--- config.mk ---
export PLATFORM = sky130hd
export DESIGN_NAME = app_pmem_arb_flat
export DESIGN_NICKNAME = d
export VERILOG_FILES = /design/src/rtl/app_pmem_arb_if.sv /design/src/rtl/app_pmem_arb.sv /design/src/flat_wrapper.sv
export SDC_FILE = /design/constraint.sdc
export NUM_CORES = 1
export LEC_CHECK = 0
export BUFFER_PORTS_ARGS = -buffer_cell sky130_fd_sc_hd__buf_4
export CAP_MARGIN = 20
export CORE_MARGIN = 5
export CORE_UTILIZATION = 35
export DETAILED_ROUTE_END_ITERATION = 6
export PLACE_DENSITY = 0.75
export SYNTH_ARGS = -nofsm -noshare
export SYNTH_HDL_FRONTEND = slang
export SYNTH_SLANG_ARGS = --single-unit
--- constraint.sdc ---
create_clock -name mclk -period 1.7 [get_ports mclk]
set_clock_uncertainty 0.05 [all_clocks]
set_input_delay 0.17 -clock mclk [delete_from_list [all_inputs] [get_ports mclk]]
set_output_delay 0.17 -clock mclk [all_outputs]
set_load 0.01 [all_outputs]
--- src/rtl/app_pmem_arb_if.sv ---
`default_nettype none
// =============================================================================
// Module   : app_pmem_arb_if
// Purpose  : Loader, app-CPU and pmem-macro buses arbitrated by app_pmem_arb.
// Revision : 1.0 - initial release
// =============================================================================
interface app_pmem_arb_if #(
    parameter int AW = 12
);
    logic [AW-1:0] ldr_addr;
    logic [15:0]   ldr_din;
    logic          ldr_cen;
    logic [1:0]    ldr_wen;

    logic [AW-1:0] cpu_addr;
    logic [15:0]   cpu_din;
    logic          cpu_cen;
    logic [1:0]    cpu_wen;
    logic [15:0]   cpu_dout;

    logic [AW-1:0] mem_addr;
    logic [15:0]   mem_din;
    logic          mem_cen;
    logic [1:0]    mem_wen;
    logic [15:0]   mem_dout;

    // slave: the arbiter's view
    modport slave (
        input  ldr_addr, ldr_din, ldr_cen, ldr_wen,
        input  cpu_addr, cpu_din, cpu_cen, cpu_wen,
        output cpu_dout,
        output mem_addr, mem_din, mem_cen, mem_wen,
        input  mem_dout
    );

    // master: loader, CPU and pmem macro around the arbiter
    modport master (
        output ldr_addr, ldr_din, ldr_cen, ldr_wen,
        output cpu_addr, cpu_din, cpu_cen, cpu_wen,
        input  cpu_dout,
        input  mem_addr, mem_din, mem_cen, mem_wen,
        output mem_dout
    );
endinterface
`default_nettype wire

--- src/rtl/app_pmem_arb.sv ---
`default_nettype none
// =============================================================================
// Module   : app_pmem_arb
// Purpose  : App pmem ownership arbiter (CPU fetch vs. firmware loader) with
//            app CPU reset sequencing. Optional: APP_PMEM_CKSUM_EN.
// Revision : 1.0 - initial release
// =============================================================================
module app_pmem_arb #(
    parameter int AW          = 12,
    parameter int PMEM_WORDS  = 4096,
    parameter int RELEASE_DLY = 8
) (
    input  wire logic      mclk,
    input  wire logic      reset_n,
    input  wire logic      ldr_reset_n,
    app_pmem_arb_if.slave  bus,
    output logic           app_puc_n,
    output logic [1:0]     state,
    output logic [AW:0]    wr_count,
    output logic           err_drop,
    output logic           err_oob,
    output logic [15:0]    cksum
);

    localparam int              c_cnt_w = (RELEASE_DLY > 1) ? $clog2(RELEASE_DLY + 1) : 1;
    localparam logic [c_cnt_w-1:0] c_dly     = c_cnt_w'(RELEASE_DLY);
    localparam logic [c_cnt_w-1:0] c_cnt_one = c_cnt_w'(1);
    localparam logic [AW:0]     c_words   = (AW + 1)'(PMEM_WORDS);
    localparam logic [AW:0]     c_wr_one  = (AW + 1)'(1);

    typedef enum logic [1:0] {
        ST_RUN     = 2'b00,
        ST_QUIESCE = 2'b01,
        ST_LOAD    = 2'b10,
        ST_RELEASE = 2'b11
    } state_t;

    state_t             r_state;
    state_t             w_state_nxt;
    logic [c_cnt_w-1:0] r_cnt;
    logic [c_cnt_w-1:0] w_cnt_nxt;
    logic               r_puc_n;
    logic               w_puc_n_nxt;
    logic [AW:0]        r_wr_count;
    logic               r_err_drop;
    logic               r_err_oob;

    logic               w_clear;
    logic               w_set_drop;
    logic               w_set_oob;
    logic               w_ldr_wr;
    logic               w_ldr_oob;
    logic [AW-1:0]      w_mem_addr;
    logic [15:0]        w_mem_din;
    logic               w_mem_cen;
    logic [1:0]         w_mem_wen;
    logic [15:0]        w_cpu_dout;

    assign w_ldr_oob = ({1'b0, bus.ldr_addr} >= c_words);

    always_ff @(posedge mclk or negedge reset_n) begin
        if (!reset_n) begin
            r_state    <= ST_RELEASE;
            r_cnt      <= c_dly;
            r_puc_n    <= 1'b0;
            r_wr_count <= '0;
            r_err_drop <= 1'b0;
            r_err_oob  <= 1'b0;
        end else begin
            r_state <= w_state_nxt;
            r_cnt   <= w_cnt_nxt;
            r_puc_n <= w_puc_n_nxt;
            if (w_clear) begin
                r_wr_count <= '0;
                r_err_drop <= 1'b0;
                r_err_oob  <= 1'b0;
            end else begin
                if (w_ldr_wr && (r_wr_count < c_words)) begin
                    r_wr_count <= r_wr_count + c_wr_one;
                end
                if (w_set_drop) begin
                    r_err_drop <= 1'b1;
                end
                if (w_set_oob) begin
                    r_err_oob <= 1'b1;
                end
            end
        end
    end

    // The mux follows the registered state only, so loader strobes pass straight through.
    always_comb begin
        w_state_nxt = r_state;
        w_cnt_nxt   = r_cnt;
        w_puc_n_nxt = r_puc_n;
        w_clear     = 1'b0;
        w_set_drop  = 1'b0;
        w_set_oob   = 1'b0;
        w_ldr_wr    = 1'b0;
        w_mem_addr  = bus.cpu_addr;
        w_mem_din   = bus.cpu_din;
        w_mem_cen   = 1'b1;
        w_mem_wen   = 2'b11;
        w_cpu_dout  = 16'h0000;
        case (r_state)
            ST_RUN: begin
                w_mem_cen  = bus.cpu_cen;
                w_mem_wen  = bus.cpu_wen;
                w_cpu_dout = bus.mem_dout;
                w_set_drop = ~bus.ldr_cen;
                if (!ldr_reset_n) begin
                    w_state_nxt = ST_QUIESCE;
                    w_puc_n_nxt = 1'b0;
                end
            end
            ST_QUIESCE: begin
                w_clear     = 1'b1;
                w_state_nxt = ST_LOAD;
                w_puc_n_nxt = 1'b0;
            end
            ST_LOAD: begin
                w_mem_addr  = bus.ldr_addr;
                w_mem_din   = bus.ldr_din;
                w_puc_n_nxt = 1'b0;
                if (!bus.ldr_cen && w_ldr_oob) begin
                    w_set_oob = 1'b1;
                end else begin
                    w_mem_cen = bus.ldr_cen;
                    w_mem_wen = bus.ldr_wen;
                    w_ldr_wr  = ~bus.ldr_cen & (bus.ldr_wen != 2'b11);
                end
                if (ldr_reset_n) begin
                    w_state_nxt = ST_RELEASE;
                    w_cnt_nxt   = c_dly;
                end
            end
            ST_RELEASE: begin
                w_set_drop = ~bus.ldr_cen;
                if (!ldr_reset_n) begin
                    w_state_nxt = ST_QUIESCE;
                    w_puc_n_nxt = 1'b0;
                end else if (r_cnt == '0) begin
                    w_state_nxt = ST_RUN;
                    w_puc_n_nxt = 1'b1;
                end else begin
                    w_cnt_nxt = r_cnt - c_cnt_one;
                end
            end
            default: begin
                w_state_nxt = ST_RELEASE;
                w_cnt_nxt   = c_dly;
                w_puc_n_nxt = 1'b0;
            end
        endcase
    end

`ifdef APP_PMEM_CKSUM_EN
    logic [15:0] r_cksum;
    logic [15:0] w_ck_mask;

    assign w_ck_mask = {{8{~bus.ldr_wen[1]}}, {8{~bus.ldr_wen[0]}}};

    always_ff @(posedge mclk or negedge reset_n) begin
        if (!reset_n) begin
            r_cksum <= 16'h0000;
        end else if (w_clear) begin
            r_cksum <= 16'h0000;
        end else if (w_ldr_wr) begin
            r_cksum <= r_cksum + (bus.ldr_din & w_ck_mask);
        end
    end

    assign cksum = r_cksum;
`else
    assign cksum = 16'h0000;
`endif

    assign bus.mem_addr = w_mem_addr;
    assign bus.mem_din  = w_mem_din;
    assign bus.mem_cen  = w_mem_cen;
    assign bus.mem_wen  = w_mem_wen;
    assign bus.cpu_dout = w_cpu_dout;
    assign app_puc_n    = r_puc_n;
    assign state        = r_state;
    assign wr_count     = r_wr_count;
    assign err_drop     = r_err_drop;
    assign err_oob      = r_err_oob;

endmodule
`default_nettype wire
--- src/flat_wrapper.sv ---
// flat-port wrapper written by rule: the top's interface ports become plain ports
module app_pmem_arb_flat 
#(
    parameter int AW          = 12,
    parameter int PMEM_WORDS  = 4096,
    parameter int RELEASE_DLY = 8
)
  (mclk, reset_n, ldr_reset_n, app_puc_n, state, wr_count, err_drop, err_oob, cksum, bus_ldr_addr, bus_ldr_din, bus_ldr_cen, bus_ldr_wen, bus_cpu_addr, bus_cpu_din, bus_cpu_cen, bus_cpu_wen, bus_cpu_dout, bus_mem_addr, bus_mem_din, bus_mem_cen, bus_mem_wen, bus_mem_dout);
  app_pmem_arb_if #(.AW(AW)) bus_i ();
  input  wire logic mclk;
  input  wire logic reset_n;
  input  wire logic ldr_reset_n;
  output logic app_puc_n;
  output logic [1:0] state;
  output logic [AW:0] wr_count;
  output logic err_drop;
  output logic err_oob;
  output logic [15:0] cksum;
  input wire logic [$bits(bus_i.ldr_addr)-1:0] bus_ldr_addr;
  input wire logic [$bits(bus_i.ldr_din)-1:0] bus_ldr_din;
  input wire logic [$bits(bus_i.ldr_cen)-1:0] bus_ldr_cen;
  input wire logic [$bits(bus_i.ldr_wen)-1:0] bus_ldr_wen;
  input wire logic [$bits(bus_i.cpu_addr)-1:0] bus_cpu_addr;
  input wire logic [$bits(bus_i.cpu_din)-1:0] bus_cpu_din;
  input wire logic [$bits(bus_i.cpu_cen)-1:0] bus_cpu_cen;
  input wire logic [$bits(bus_i.cpu_wen)-1:0] bus_cpu_wen;
  output wire logic [$bits(bus_i.cpu_dout)-1:0] bus_cpu_dout;
  output wire logic [$bits(bus_i.mem_addr)-1:0] bus_mem_addr;
  output wire logic [$bits(bus_i.mem_din)-1:0] bus_mem_din;
  output wire logic [$bits(bus_i.mem_cen)-1:0] bus_mem_cen;
  output wire logic [$bits(bus_i.mem_wen)-1:0] bus_mem_wen;
  input wire logic [$bits(bus_i.mem_dout)-1:0] bus_mem_dout;
  assign bus_i.ldr_addr = bus_ldr_addr;
  assign bus_i.ldr_din = bus_ldr_din;
  assign bus_i.ldr_cen = bus_ldr_cen;
  assign bus_i.ldr_wen = bus_ldr_wen;
  assign bus_i.cpu_addr = bus_cpu_addr;
  assign bus_i.cpu_din = bus_cpu_din;
  assign bus_i.cpu_cen = bus_cpu_cen;
  assign bus_i.cpu_wen = bus_cpu_wen;
  assign bus_cpu_dout = bus_i.cpu_dout;
  assign bus_mem_addr = bus_i.mem_addr;
  assign bus_mem_din = bus_i.mem_din;
  assign bus_mem_cen = bus_i.mem_cen;
  assign bus_mem_wen = bus_i.mem_wen;
  assign bus_i.mem_dout = bus_mem_dout;
  app_pmem_arb #(.AW(AW), .PMEM_WORDS(PMEM_WORDS), .RELEASE_DLY(RELEASE_DLY)) u_core (.mclk(mclk), .reset_n(reset_n), .ldr_reset_n(ldr_reset_n), .bus(bus_i), .app_puc_n(app_puc_n), .state(state), .wr_count(wr_count), .err_drop(err_drop), .err_oob(err_oob), .cksum(cksum));
endmodule
==> results by group, run 1 <==
Run status
  – Status: finished with violations
  – Violated checks: negative setup slack

Place
  – Placer Congestion: 0.822
  – IO Port Bufs: ~140
  – Post-DP HPWL: between 5000 and 6000 um

STA
  – Final setup fails: 61
  – Final Hold Slack: 0.162 ns
  – Setup_tns: -10.75 ns
  – Max frequency: 0.506 GHz
  – Period utilisation layout: 1.16
  – Min Tclk post-route: 1.98 ns
  – RSZ-0062 raised after global routing: yes
  – Post-route setup slack: -0.276 ns
  – Hold Fails Final Rpt: 0
  – Slew Limit Fails: 0

Clock network
  – Num CTS Buffers: 3
  – CTS tree: built
  – H-tree lvl count: 1
  – Clk root buf: clkbuf_8
  – Clk slew on worst S/H paths: around 0.080 ns
  – Clock sinks: 21
  – Worst-skew pair later-pin latency: around 0.26 ns
  – Max Buffers Root-to-Sink: 2

Global routing
  – Total GRT Usage: 0.173
  – Initial antenna violation count: 0
  – GRT overflow: 0
  – Largest net degree at the start of global routing: 23
  – Global-route wire length before repair: between 9000 and 10,000 um
  – Vias in the first global route: 1,925

Pwr
  – Clock power share: 0.065
  – P_sw: 1.94 mW
  – Comb pwr share: 0.795
  – Int Pwr: roughly 3.3 mW
  – Sw Share: 0.371
  – Power Dens Cells: roughly 1300 nW/um2
  – LEAKAGE: 1.93 nW
  – VDD IR max: 0.737 mV
  – Power share of the sequential group: 0.140

Synthesis
  – Post-synthesis adder-cell area fraction: 0.0540
  – Distinct cell type count after synthesis: 46
  – Ys flop type: dfrtp_1
  – Cell Area, Synth: 1850 um2
  – Ys Warns: 0
  – Post-Synth Simple-Gate Area: 0.230
  – Main combinational cell family by area after synthesis: simple AND/OR/NAND/NOR gates
  – Seq/Total Area, Yosys: 0.286
  – Mapped Avg Cell Area: between 9 and 10 um2
  – Post-synth EDFFs: 0
  – Cell taking the most area after synthesis: dfrtp_1
  – XOR/XNOR Fraction of Synth Area: 0.0284
  – Yosys reg bits: 21
  – FFs w/ async S/R, synth: 1.00
  – Compound-cell area share of the yosys netlist: 0.113
  – Post-synth top area share: 0.243
  – Synth area leaders: dfrtp_1 24%, mux2_2 17%, buf_4 7.3%, and2_1 5.4%, ha_1 5.4%
  – Mux cell area share after synthesis: 0.182
  – Post-Syn Instances: 200

Critical path
  – R2R depth: 7
  – Critical Path End Type: output port
  – CP Data Arrival Time: around 1.8 ns
  – Critical Path Fanout Max: 6
  – Crit path launch type: register
  – CP required: 1.48 ns
  – Crit path kind: reg -> out

Routing
  – Vias per std cell: 4.84
  – Routed len/inst: roughly 18 um
  – Post-route ant nets: 0
  – Drt first-iter violations: 68
  – Vias: 2,172
  – WL final: 8040 um
  – Drt pass-1 iters: 4
  – DRC: 0

Floorplanning
  – Chip width: just over 80 um
  – Initial Util: 0.361
  – Core footprint: 5140 um2
  – Row cnt: 26
  – Die area: between 6000 and 7000 um2
  – Die Y-Extent: roughly 83 um
  – I/O pins: 162

Cells and area
  – Total Nets Final: roughly 470
  – P&R area growth vs syn: 109%
  – Seq. cell area: 529 um2
  – Fill cells: 325
  – Share of cells above drive strength 1: 0.707
  – Antenna Cells: 0
  – Multi-input gate area: approximately 1500 um2

Hold path
  – HP Class: in -> reg
  – Hold path depth: 4

Flow run
  – Max Cap Violations: 0
worst paths after layout:
path | startpoint | end | slack, ns
worst max-delay path | u_core.state[0] | bus_mem_wen[0] | -0.28
worst min-delay path | bus_ldr_cen | u_core.err_drop | 0.16
worst max register to register | u_core.state[1] | u_core.wr_count[11] | -0.23
worst min register to register | u_core.err_drop | u_core.err_drop | 0.49
max in group asynchronous | reset_n | u_core.state[0] | 1.05
min in group asynchronous | reset_n | u_core.wr_count[6] | 0.27
routing by layer:
metal	up-vias	GRT usage	share of wire
li1	1037	-	-
met1	1042	0.207	0.33
met2	81	0.324	0.57
met3	12	0.0271	0.082
met4	0	0.0343	0.020
met5	-	0	0
placed cells by master, fill, tap and decap left out, types with 3 or more instances in the layout:
cell type  Yosys  final
nand2_1       10     10
a21oi_2        0      3
inv_2          1      3
dfstp_2        3      3
clkbuf_8       0      3
buf_6          0     51
xor2_1         5      5
o21ai_0        8      4
dfrtp_1       18     18
a21oi_1        6      3
nand4b_1       3      3
ha_4           0      5
buf_12         0      3
ha_1           8      3
conb_1         1     17
nor2_1        16     15
nand4_1        5      5
and2_4         0     16
mux2_4         0     29
o21ai_1        0      4
buf_4         18    129
or3_4          0      3
worst max-delay path: stages, from the launching register on:
cell	delay [ns]
dfstp_2	0.57
inv_4	0.06
ha_4	0.20
buf_6	0.12
buf_6	0.12
a22oi_2	0.17
o21ai_1	0.11
buf_4	0.15
metrics by stage:
stage          worst slack (ns)  instance area [um2]   util  std cells  power [mW]
2_1_floorplan           -0.0745                 1960      -        216        2.22
3_3_place_gp            -0.0491                 3100  0.604        424        3.37
3_5_place_dp             -0.128                 3100  0.604        424        3.42
4_1_cts                  -0.239                 3540  0.689        439        4.46
5_1_grt                  -0.333                 3880  0.755        449        5.51
6_report                 -0.276                 3880  0.755        449        5.22
kinds of logic (layout without fill, tap and decap cells):
| group | count (synthesis) | after routing |
|---|---|---|
| compound gates | 28 | 28 |
| xor+xnor | 6 | 6 |
| fa+ha+maj | 8 | 8 |
| buf+inv | 33 | 196 |
| flops | 21 | 21 |
| mux | 30 | 30 |
| other cells | 1 | 17 |
| simple gates | 73 | 73 |
power groups by stage:
stage                     registers (mW)  clock network (mW)  logic (mW)
after floorplan                    0.748                   0        1.48
after CTS                          0.720               0.344        3.39
final                              0.732               0.338        4.15
after global placement             0.712                   0        2.66
after global routing               0.742               0.369        4.40
after detailed placement           0.716                   0        2.70
area by class of cell:
class	instances	area share
clock buffer	3	0.0106
inverter	5	0.00742
multi-input combinational	162	0.386
sequential	21	0.136
clock inverter	1	0.00129
tap	70	0.0226
timing repair buffer	187	0.436
state kept, by name, indices dropped and copies added, names as in the netlist:
| signal | cells |
|---|---|
| u_core.app_puc_n | 1 |
| u_core.err_drop | 1 |
| u_core.r_cnt | 4 |
| u_core.state | 2 |
| u_core.wr_count | 13 |
synth_stat cells, types with 4 or more instances:
| cell | number |
|---|---|
| a21oi_1 | 6 |
| nand2_1 | 10 |
| inv_1 | 4 |
| buf_2 | 4 |
| nor2_1 | 16 |
| o21ai_0 | 8 |
| xor2_1 | 5 |
| dfrtp_1 | 18 |
| clkbuf_1 | 6 |
| or3_1 | 5 |
| and2_1 | 16 |
| mux2_2 | 28 |
| buf_4 | 18 |
| ha_1 | 8 |
| nand4_1 | 5 |
timing repair:
action | CTS | global route
endpoints found under the setup margin | 57 | 64
resized for setup | 73 | 61
setup buffers | 9 | 7
gates cloned | 1 | 3
pin swaps | 19 | 7
hold endpoints to repair | 21 | 0
hold buffers | 1 | 0
Power figures use the tool's default switching activity.
==> run 2, diff against run 1 <==
SETUP_SLACK_MARGIN = 0.2   (was default)
==> run 2 against run 1 <==
Net effect:
- the flow still finishes with violations (negative setup slack)
- fmax grew 0.76%
- sequential share of layout area is 0.76 points higher
- global-route usage grew 0.89 points
- die area did not move
- combinational power fell by 9.2%
- worst hold slack got worse by 0.0083 ns
- final cell count down 1.8%
- critical path depth decreased by 1
- first-iteration DRC count is 38% lower
- wire length decreased by 9.0%
- design area down 5.3%
==> results by group, run 2 (synthesis results as in run 1) <==
Run status
  – Status: finished with violations
  – Violated checks: negative setup slack

Clock network
  – Num CTS Buffers: 3
  – Clock sinks: 21
  – Clk root buf: clkbuf_8
  – Clk slew on worst S/H paths: 0.08 ns
  – CTS tree: built
  – Worst-skew pair later-pin latency: 0.26 ns
  – Max Buffers Root-to-Sink: 2
  – H-tree lvl count: 1

Pwr
  – Sw Share: 0.378
  – Clock power share: 0.068
  – Power share of the sequential group: 0.150
  – LEAKAGE: 1.79 nW
  – Int Pwr: between 2 and 3 mW
  – VDD IR max: 0.915 mV
  – Comb pwr share: 0.783
  – P_sw: ~1.8 mW
  – Total power: just under 5 mW
  – Power Dens Cells: 1310 nW/um2

Place
  – Placer Congestion: 0.767
  – Place WS: -0.103 ns
  – IO Port Bufs: 144
  – Post-DP HPWL: 5100 um
  – Cell area after placement: 3120 um2
  – Placed insts: 422

Cells and area
  – Total Nets Final: 461
  – Share of cells above drive strength 1: 0.712
  – Fill cells: 375
  – P&R area growth vs syn: 98.4%
  – Non-Filler Instances: 441
  – Multi-input gate area: 1420 um2
  – Antenna Cells: 0
  – Commonest non-fill, non-tap cell in the layout: buf_4
  – Post-route cell area: 3680 um2
  – Max FFs per register: 13
  – Seq. cell area: 529 um2
  – Most frequent cells in the layout: 139 x buf_4, 33 x buf_6, 18 x mux2_2, 18 x dfrtp_1, 17 x conb_1

Global routing
  – Largest net degree at the start of global routing: 22
  – Initial antenna violation count: 0
  – Vias in the first global route: 1,988
  – Global-route wire length before repair: 9630 um
  – GRT overflow: 0
  – Total GRT Usage: 0.182

Critical path
  – R2r startpoint: u_core.state[1]
  – CP required: between 1.5 and 2 ns
  – Critical Path End Type: register
  – R2R depth: 6
  – Crit path launch type: register
  – Slack of the worst reg-to-reg path: -0.26 ns
  – Crit path kind: reg -> reg
  – CP Data Arrival Time: 2.09 ns
  – Critical Path Fanout Max: 7
  – Reg-to-Reg End: u_core.wr_count[11]

STA
  – Hold Fails Final Rpt: 0
  – Period utilisation layout: 1.15
  – Min Tclk post-route: 1.96 ns
  – Final setup fails: 62
  – RSZ-0062 raised after global routing: yes
  – Post-route setup slack: -0.261 ns
  – Slew Limit Fails: 0
  – Max frequency: 0.510 GHz
  – Setup_tns: -10.38 ns

Routing
  – Drt first-iter violations: 42
  – Vias: about 2,100
  – Vias per std cell: 4.82
  – DRC: 0
  – Drt pass-1 iters: 4
  – WL final: 7310 um
  – Routed len/inst: around 17 um
  – Post-route ant nets: 0

Floorplanning
  – I/O pins: 162
  – Core footprint: 5140 um2
  – Chip width: 82.8 um
  – Row cnt: 26
  – Die area: 6850 um2
  – Initial Util: 0.361
  – Die Y-Extent: 82.8 um

Hold path
  – Hold wc startpoint: bus_ldr_cen
  – HP Class: in -> reg
  – Hold path depth: 4
  – Worst Hold End: u_core.err_drop

Flow run
  – Max Cap Violations: 0
run 2: per-stage QoR:
| step | utilization | hold WS [ns] |
|---|---|---|
| 6_report | 0.715 | 0.154 |
| 3_5_place_dp | 0.607 | 0.0242 |
| 5_1_grt | 0.715 | 0.174 |
| 4_1_cts | 0.653 | 0.142 |
| 2_1_floorplan | - | -0.176 |
| 3_3_place_gp | 0.607 | 0.0218 |
run 2: cell type report:
type | instances | share of cell area
Multi-Input combinational cell | 162 | 0.387
Tap cell | 70 | 0.0238
Sequential cell | 21 | 0.144
Timing Repair Buffer | 179 | 0.426
Clock inverter | 1 | 0.00136
Clock buffer | 3 | 0.0112
Inverter | 5 | 0.00647
run 2: timing repair:
item / in CTS / in global routing
setup buffers: 3 / 7
gates resized for setup: 27 / 64
pin swaps: 6 / 14
cloned: 2 / 2
hold endpoints to repair: 18 / 0
hold buffers: 1 / 0
setup endpoints to repair: 66 / 66
run 2: worst max path at each step:
stage | from | end | slack (ns) | cells past startpoint
after floorplan | u_core.state[1] | u_core.state[1] | -0.07 | 5
after global placement | u_core.state[1] | u_core.wr_count[11] | -0.06 | 6
after detailed placement | u_core.state[1] | u_core.wr_count[11] | -0.10 | 6
after CTS | u_core.state[1] | bus_mem_addr[3] | -0.23 | 4
after global routing | u_core.state[1] | u_core.wr_count[11] | -0.36 | 6
final | u_core.state[1] | u_core.wr_count[11] | -0.26 | 6
run 2: worst max-delay path: stages, from the launching register on:
cell	delay [ns]
dfstp_2	0.57
ha_4	0.21
nor2b_1	0.19
buf_4	0.18
nand3_4	0.09
or4_1	0.44
a21oi_1	0.15
run 2: per-layer routing:
| layer | GRT usage | share of wire | routed length, um | up-vias |
|---|---|---|---|---|
| met5 | 0 | 0 | 0 | - |
| met4 | 0.0376 | 0.010 | 74 | 0 |
| met3 | 0.0358 | 0.088 | 645 | 6 |
| met2 | 0.361 | 0.53 | 3900 | 93 |
| met1 | 0.196 | 0.37 | 2700 | 1006 |
| li1 | - | - | - | 1020 |
run 2: power by group through the flow:
stage / Combinational (mW) / Sequential [mW] / Clock [mW]
5_1_grt: 3.99 / 0.739 / 0.356
2_1_floorplan: 1.55 / 0.748 / 0
6_report: 3.77 / 0.721 / 0.327
4_1_cts: 3.11 / 0.713 / 0.335
3_3_place_gp: 2.64 / 0.712 / 0
3_5_place_dp: 2.67 / 0.718 / 0
